File: src/rtl/i2s_tx.sv
// I2S master transmitter.
// Takes stereo PCM sample pairs over a valid/ready handshake, divides clk down to BCK and
// serialises each pair as a standard I2S frame: 64 BCK per frame, two 32-bit slots, MSB first,
// and data delayed by one BCK after the LRCK edge. Samples are left-justified in their slot
// and the spare LSBs are zero.
//
// Ports:
//   clk        system clock
//   I2S_RST    asynchronous reset, active-high
//   s_left     left sample, two's complement (SAMPLE_W bits)
//   s_right    right sample (SAMPLE_W bits)
//   s_valid    sample pair valid
//   s_ready    hold buffer can accept a pair; a pair is taken when s_valid && s_ready
//   I2S_BCK    bit clock, period BCK_DIV clks
//   I2S_LRCK   word select, 0 = left slot, 1 = right slot
//   I2S_DATA   serial data, changes on BCK falling edges
//   frame_sync one-clk pulse when a frame is loaded into the shifter
//   underflow  one-clk pulse when a frame is loaded with no sample waiting
module i2s_tx #(
  parameter int unsigned BCK_DIV  = 4,
  parameter int unsigned SAMPLE_W = 24
) (
  input  logic                clk,
  input  logic                I2S_RST,
  input  logic [SAMPLE_W-1:0] s_left,
  input  logic [SAMPLE_W-1:0] s_right,
  input  logic                s_valid,
  output logic                s_ready,
  output logic                I2S_BCK,
  output logic                I2S_LRCK,
  output logic                I2S_DATA,
  output logic                frame_sync,
  output logic                underflow
);

  localparam int unsigned DivW = (BCK_DIV > 1) ? $clog2(BCK_DIV) : 1;
  localparam logic [DivW-1:0] DivHalf = DivW'(BCK_DIV / 2 - 1);
  localparam logic [DivW-1:0] DivLast = DivW'(BCK_DIV - 1);

  // Left-justify a sample in a 32-bit slot; the shift fills the unused LSBs with zeros.
  function automatic logic [31:0] pad_slot(input logic [SAMPLE_W-1:0] s);
    pad_slot = 32'(s) << (32 - SAMPLE_W);
  endfunction

  logic [DivW-1:0]     r_div_cnt;
  logic [5:0]          r_bit_cnt;
  logic [63:0]         r_shifter;
  logic [SAMPLE_W-1:0] r_hold_l;
  logic [SAMPLE_W-1:0] r_hold_r;
  logic                r_hold_full;
  logic                r_bck;
  logic                r_lrck;
  logic                r_data;
  logic                r_ready;
  logic                r_frame_sync;
  logic                r_underflow;

  logic                w_fall;
  logic                w_rise;
  logic                w_load;
  logic                w_hs;
  logic                w_hold_full_nxt;
  logic [DivW-1:0]     w_div_cnt_nxt;
  logic [5:0]          w_bit_cnt_nxt;
  logic [63:0]         w_shifter_nxt;

  always_comb begin
    w_fall        = (r_div_cnt == DivLast);
    w_rise        = (r_div_cnt == DivHalf);
    w_div_cnt_nxt = w_fall ? '0 : r_div_cnt + DivW'(1);
    w_bit_cnt_nxt = r_bit_cnt;
    w_shifter_nxt = r_shifter;
    w_load        = 1'b0;
    if (w_fall) begin
      w_bit_cnt_nxt = r_bit_cnt + 6'd1;
      // Loading as bit_cnt becomes 1 gives the one-BCK delay after the LRCK edge at 0.
      w_load = (w_bit_cnt_nxt == 6'd1);
      if (w_load) begin
        w_shifter_nxt = r_hold_full ? {pad_slot(r_hold_l), pad_slot(r_hold_r)} : '0;
      end else begin
        w_shifter_nxt = {r_shifter[62:0], 1'b0};
      end
    end
    w_hs = s_valid && r_ready;
    // A pair accepted on the load edge lands in hold for the next frame (no bypass).
    if (w_hs) begin
      w_hold_full_nxt = 1'b1;
    end else if (w_load) begin
      w_hold_full_nxt = 1'b0;
    end else begin
      w_hold_full_nxt = r_hold_full;
    end
  end

  always_ff @(posedge clk or posedge I2S_RST) begin
    if (I2S_RST) begin
      r_div_cnt    <= '0;
      r_bit_cnt    <= 6'd63;
      r_shifter    <= '0;
      r_hold_l     <= '0;
      r_hold_r     <= '0;
      r_hold_full  <= 1'b0;
      r_bck        <= 1'b0;
      r_lrck       <= 1'b0;
      r_data       <= 1'b0;
      r_ready      <= 1'b1;
      r_frame_sync <= 1'b0;
      r_underflow  <= 1'b0;
    end else begin
      r_div_cnt <= w_div_cnt_nxt;
      if (w_rise) begin
        r_bck <= 1'b1;
      end else if (w_fall) begin
        r_bck <= 1'b0;
      end
      if (w_fall) begin
        r_bit_cnt <= w_bit_cnt_nxt;
        r_lrck    <= w_bit_cnt_nxt[5];
        r_data    <= w_shifter_nxt[63];
      end
      r_shifter <= w_shifter_nxt;
      if (w_hs) begin
        r_hold_l <= s_left;
        r_hold_r <= s_right;
      end
      r_hold_full  <= w_hold_full_nxt;
      r_ready      <= !w_hold_full_nxt;
      r_frame_sync <= w_load;
      r_underflow  <= w_load && !r_hold_full;
    end
  end

  assign s_ready    = r_ready;
  assign I2S_BCK    = r_bck;
  assign I2S_LRCK   = r_lrck;
  assign I2S_DATA   = r_data;
  assign frame_sync = r_frame_sync;
  assign underflow  = r_underflow;

endmodule

File: config.mk
export PLATFORM = sky130hd
export DESIGN_NAME = i2s_tx
export DESIGN_NICKNAME = d
export VERILOG_FILES = /design/src/rtl/i2s_tx.sv
export SDC_FILE = /design/constraint.sdc
export NUM_CORES = 1
export LEC_CHECK = 0
export ABC_CLOCK_PERIOD_IN_PS = 4900
export BUFFER_PORTS_ARGS = -buffer_cell sky130_fd_sc_hd__clkbuf_2
export CORE_MARGIN = 4
export CORE_UTILIZATION = 35
export CTS_CLUSTER_DIAMETER = 60
export DETAILED_ROUTE_END_ITERATION = 10
export GPL_TIMING_DRIVEN = 0
export PLACE_DENSITY = 0.52
export SLEW_MARGIN = 20
export SYNTH_ARGS = -nofsm -noshare
export SYNTH_HDL_FRONTEND = slang
export SYNTH_SLANG_ARGS = --single-unit
File: constraint.sdc
create_clock -name clk -period 4.9 [get_ports clk]
set_input_delay 0.49 -clock clk [delete_from_list [all_inputs] [get_ports clk]]
set_output_delay 0.49 -clock clk [all_outputs]
set_load 0.005 [all_outputs]
==> summary.md <==
| Metric | Value |
|---|---|
| Pins Over Slew Limit | `0` |
| Met1 Usage GRT | `18.3%` |
| Num CTS Buffers | `17` |
| Routed length per placed instance | `around 15 um` |
| Antenna Nets Post-Route | `0` |
| H-tree levels | `4` |
| Clock Sinks | `118` |
| Reg area | `2960 um2` |
| Unrepaired setup endpoints after global routing | `no` |
| Pre-Repair DR Iteration Count | `4` |
| Final RePlAce weighted congestion | `0.728` |
| Slack of the critical path | `about 2700 ps` |
| Met3 Use GR | `around 3.5%` |
| Clk_lat worst skew | `420 ps` |
| GR Layer Usage met2 | `20.8%` |
| Post-CTS setup buffers | `0` |
| DRC Markers | `0` |
| Post-synth EDFFs | `0` |
| Register area share after synthesis | `52.0%` |
| Max-Cap Viols | `0` |
| Crit path arrival time | `2500 ps` |
| Synth Warn # | `0` |
| Fmax | `460 MHz` |
| DP Worst Slack | `2720 ps` |
| Post-CTS Resized | `0` |
| Peak supply drop | `roughly 240 uV` |
| # IOs | `between 50 and 60` |
| # setup viols final | `0` |
| Final Hold Viols | `0` |
| Status | `complete, no violations` |
| Vias | `between 3000 and 4000` |
| Gr busiest metal | `met2` |
| Clk_skew | `11.3 ps` |
| N_diodes | `0` |
| Syn Area/Cell | `12.6 um2` |
| Critical path class | `reg -> reg` |
| Area of the multi-input gates | `2270 um2` |
| Die W | `136 um` |
| Std cell rows | `between 40 and 50` |
| CORE AREA | `15900 um2` |
| Share of layout cells above drive strength 1 | `45.8%` |
| CTS tree | `built` |
| Port bufs | `56` |
| Fill count | `~1600` |
| Fin nets | `584` |
| Yosys reg bits | `118` |
| Via-to-Cell Ratio | `between 4 and 5` |
| DP Wirelength | `7850 um` |
| Post-synth ARST share | `100%` |
| Min-delay worst type | `in -> async` |
| Req. time, crit path | `roughly 5200 ps` |
| Worst-path maximum fanout | `10` |
| Power density of the placed cells | `395 nW/um2` |
| Syn_nets | `508` |
| Slew @ Worst Pin | `766 ps` |
| Initial Util | `35.8%` |
| Count of cell types in the netlist | `39` |
| Worst-path clk slew | `60 ps` |
| Total global routing overflow | `0` |
| Number of DRC markers in iteration 0 | `141` |
| First-pass GRT wire length | `19500 um` |
| Die Area | `18400 um2` |
| Type of origin of the critical path | `register` |
| Die Y | `136 um` |
| Max_slew headroom | `between 40 and 50%` |
| WL final | `roughly 11000 um` |
| Antenna violations before repair | `0` |
| Setup Total Neg Slack | `0 ps` |
| Clk root buf | `clkbuf_16` |
| Area Growth Syn to Fin | `20.1%` |
| Period utilization | `between 40% and 50%` |
| Largest net degree at the start of global routing | `78` |
| Hold-fix buffers at CTS | `0` |
| Crit. End Element | `register` |
| Top FF cell, synth | `dfrtp_1` |
| Vias in the first global route | `3791` |
| Overall Global Routing Usage | `13.5%` |
| Static leakage | `~2.8 nW` |
| Max clock buf depth | `2` |
| Period minus WS final | `2170 ps` |
| Area of the mapped netlist | `5690 um2` |
| Syn Inst Count | `about 450` |
synthesized netlist by cell type (2+ instances only):
cell type    n  share of area (%)
buf_4        3               0.40
nand3_1     20                1.8
dfstp_2      7                3.2
o2bb2ai_1    3               0.46
buf_2        7               0.62
ha_1         4               0.88
mux2_2      48                9.5
nor3_1       2               0.18
xnor2_1      5               0.77
a21oi_1      2               0.18
clkbuf_1    15               0.99
nand3_2     26                4.6
nor2_1       6               0.40
dfrtp_1    111                 49
and2_4       2               0.31
o2bb2ai_2    8                2.1
nand2_1     61                4.0
o221ai_2    44                 12
buf_8        4                1.1
buf_12       4                1.4
inv_1       51                3.4
a31o_1       3               0.46
cell type report:
| cell class | instances | share of cell area [%] |
|---|---|---|
| Sequential cell | 118 | 43.3 |
| Clock buffer | 20 | 6.68 |
| Inverter | 51 | 2.87 |
| Clock inverter | 12 | 1.50 |
| Multi-Input combinational cell | 249 | 33.2 |
| Buffer | 35 | 3.93 |
| Timing Repair Buffer | 57 | 4.50 |
| Tap cell | 216 | 3.95 |
routing by layer:
| metal | wire length (um) | up-vias |
|---|---|---|
| met4 | 187 | 0 |
| met5 | 0 | - |
| met1 | 5430 | 1754 |
| li1 | - | 1743 |
| met3 | 434 | 13 |
| met2 | 5320 | 64 |
critical path: stages, from the launching register on:
cell,delay [ps]
dfrtp_1,380
ha_1,150
clkbuf_1,340
and2_1,180
buf_2,280
clkbuf_1,420
nand2_1,160
o221ai_2,170
cell families (layout without fill, tap and decap cells):
| kind of cell | count (synthesis) | count (layout) | share of synthesized area [%] |
|---|---|---|---|
| compound gates | 66 | 66 | 15.8 |
| xor+xnor | 6 | 6 | 0.923 |
| fa+ha+maj | 4 | 4 | 0.879 |
| buf+inv | 86 | 175 | 8.09 |
| flops | 118 | 118 | 52.0 |
| mux | 49 | 49 | 9.89 |
| simple gates | 124 | 124 | 12.5 |
layout by cell type, fill, tap and decap left out, drive strengths merged, types with 2 or more instances in the layout:
| cell type | netlist | layout |
|---|---|---|
| nand2 | 61 | 61 |
| buf | 20 | 21 |
| clkbuf | 15 | 91 |
| and3 | 2 | 2 |
| clkinv | 0 | 6 |
| mux2 | 48 | 48 |
| a21oi | 2 | 2 |
| o21ai | 2 | 2 |
| a31o | 3 | 3 |
| dfrtp | 111 | 111 |
| clkinvlp | 0 | 4 |
| nor3 | 3 | 3 |
| inv | 51 | 52 |
| nor2 | 6 | 6 |
| o221ai | 44 | 44 |
| nand3 | 46 | 46 |
| xnor2 | 5 | 5 |
| dfstp | 7 | 7 |
| and2 | 3 | 3 |
| o2bb2ai | 11 | 11 |
| ha | 4 | 4 |
per-stage QoR:
stage	power, mW	util [%]	cell area [um2]	instances	hold WS [ps]
6_report	2.70	43.0	6840	758	80.6
3_5_place_dp	1.55	39.5	6280	726	473
3_3_place_gp	1.53	39.3	6240	725	451
2_1_floorplan	1.46	-	5690	453	430
5_1_grt	2.84	43.0	6840	758	104
4_1_cts	2.74	43.0	6840	758	80.9
final timing paths:
kind | start | endpoint | slack (ps) | depth (start not counted)
worst min register to register | r_div_cnt[0] | r_div_cnt[0] | 470 | 1
max in group asynchronous | I2S_RST | s_ready | 4080 | 3
worst min-delay path | I2S_RST | r_hold_r[14] | 80 | 2
worst max-delay path | r_div_cnt[0] | r_shifter[59] | 2730 | 7
min in group clk | s_left[22] | r_hold_l[22] | 300 | 2
worst max register to register | r_div_cnt[0] | r_shifter[59] | 2730 | 7
where the power goes:
group | switching [mW] | internal, mW | leakage [nW]
Clock | 0.449 | 0.720 | 0.268
Sequential | 0.108 | 1.16 | 1.47
Combinational | 0.0891 | 0.172 | 1.04
Total | 0.645 | 2.06 | 2.77
registers in the layout, summed over array words and instances, names as in the netlist:
| name | cells |
|---|---|
| I2S_DATA | 1 |
| r_hold_full | 1 |
| r_hold_l | 24 |
| frame_sync | 1 |
| underflow | 1 |
| r_shifter | 55 |
| I2S_LRCK | 1 |
| r_bit_cnt | 6 |
| r_hold_r | 24 |
| I2S_BCK | 1 |
| r_div_cnt | 2 |
| s_ready | 1 |
Power figures use the tool's default switching activity.
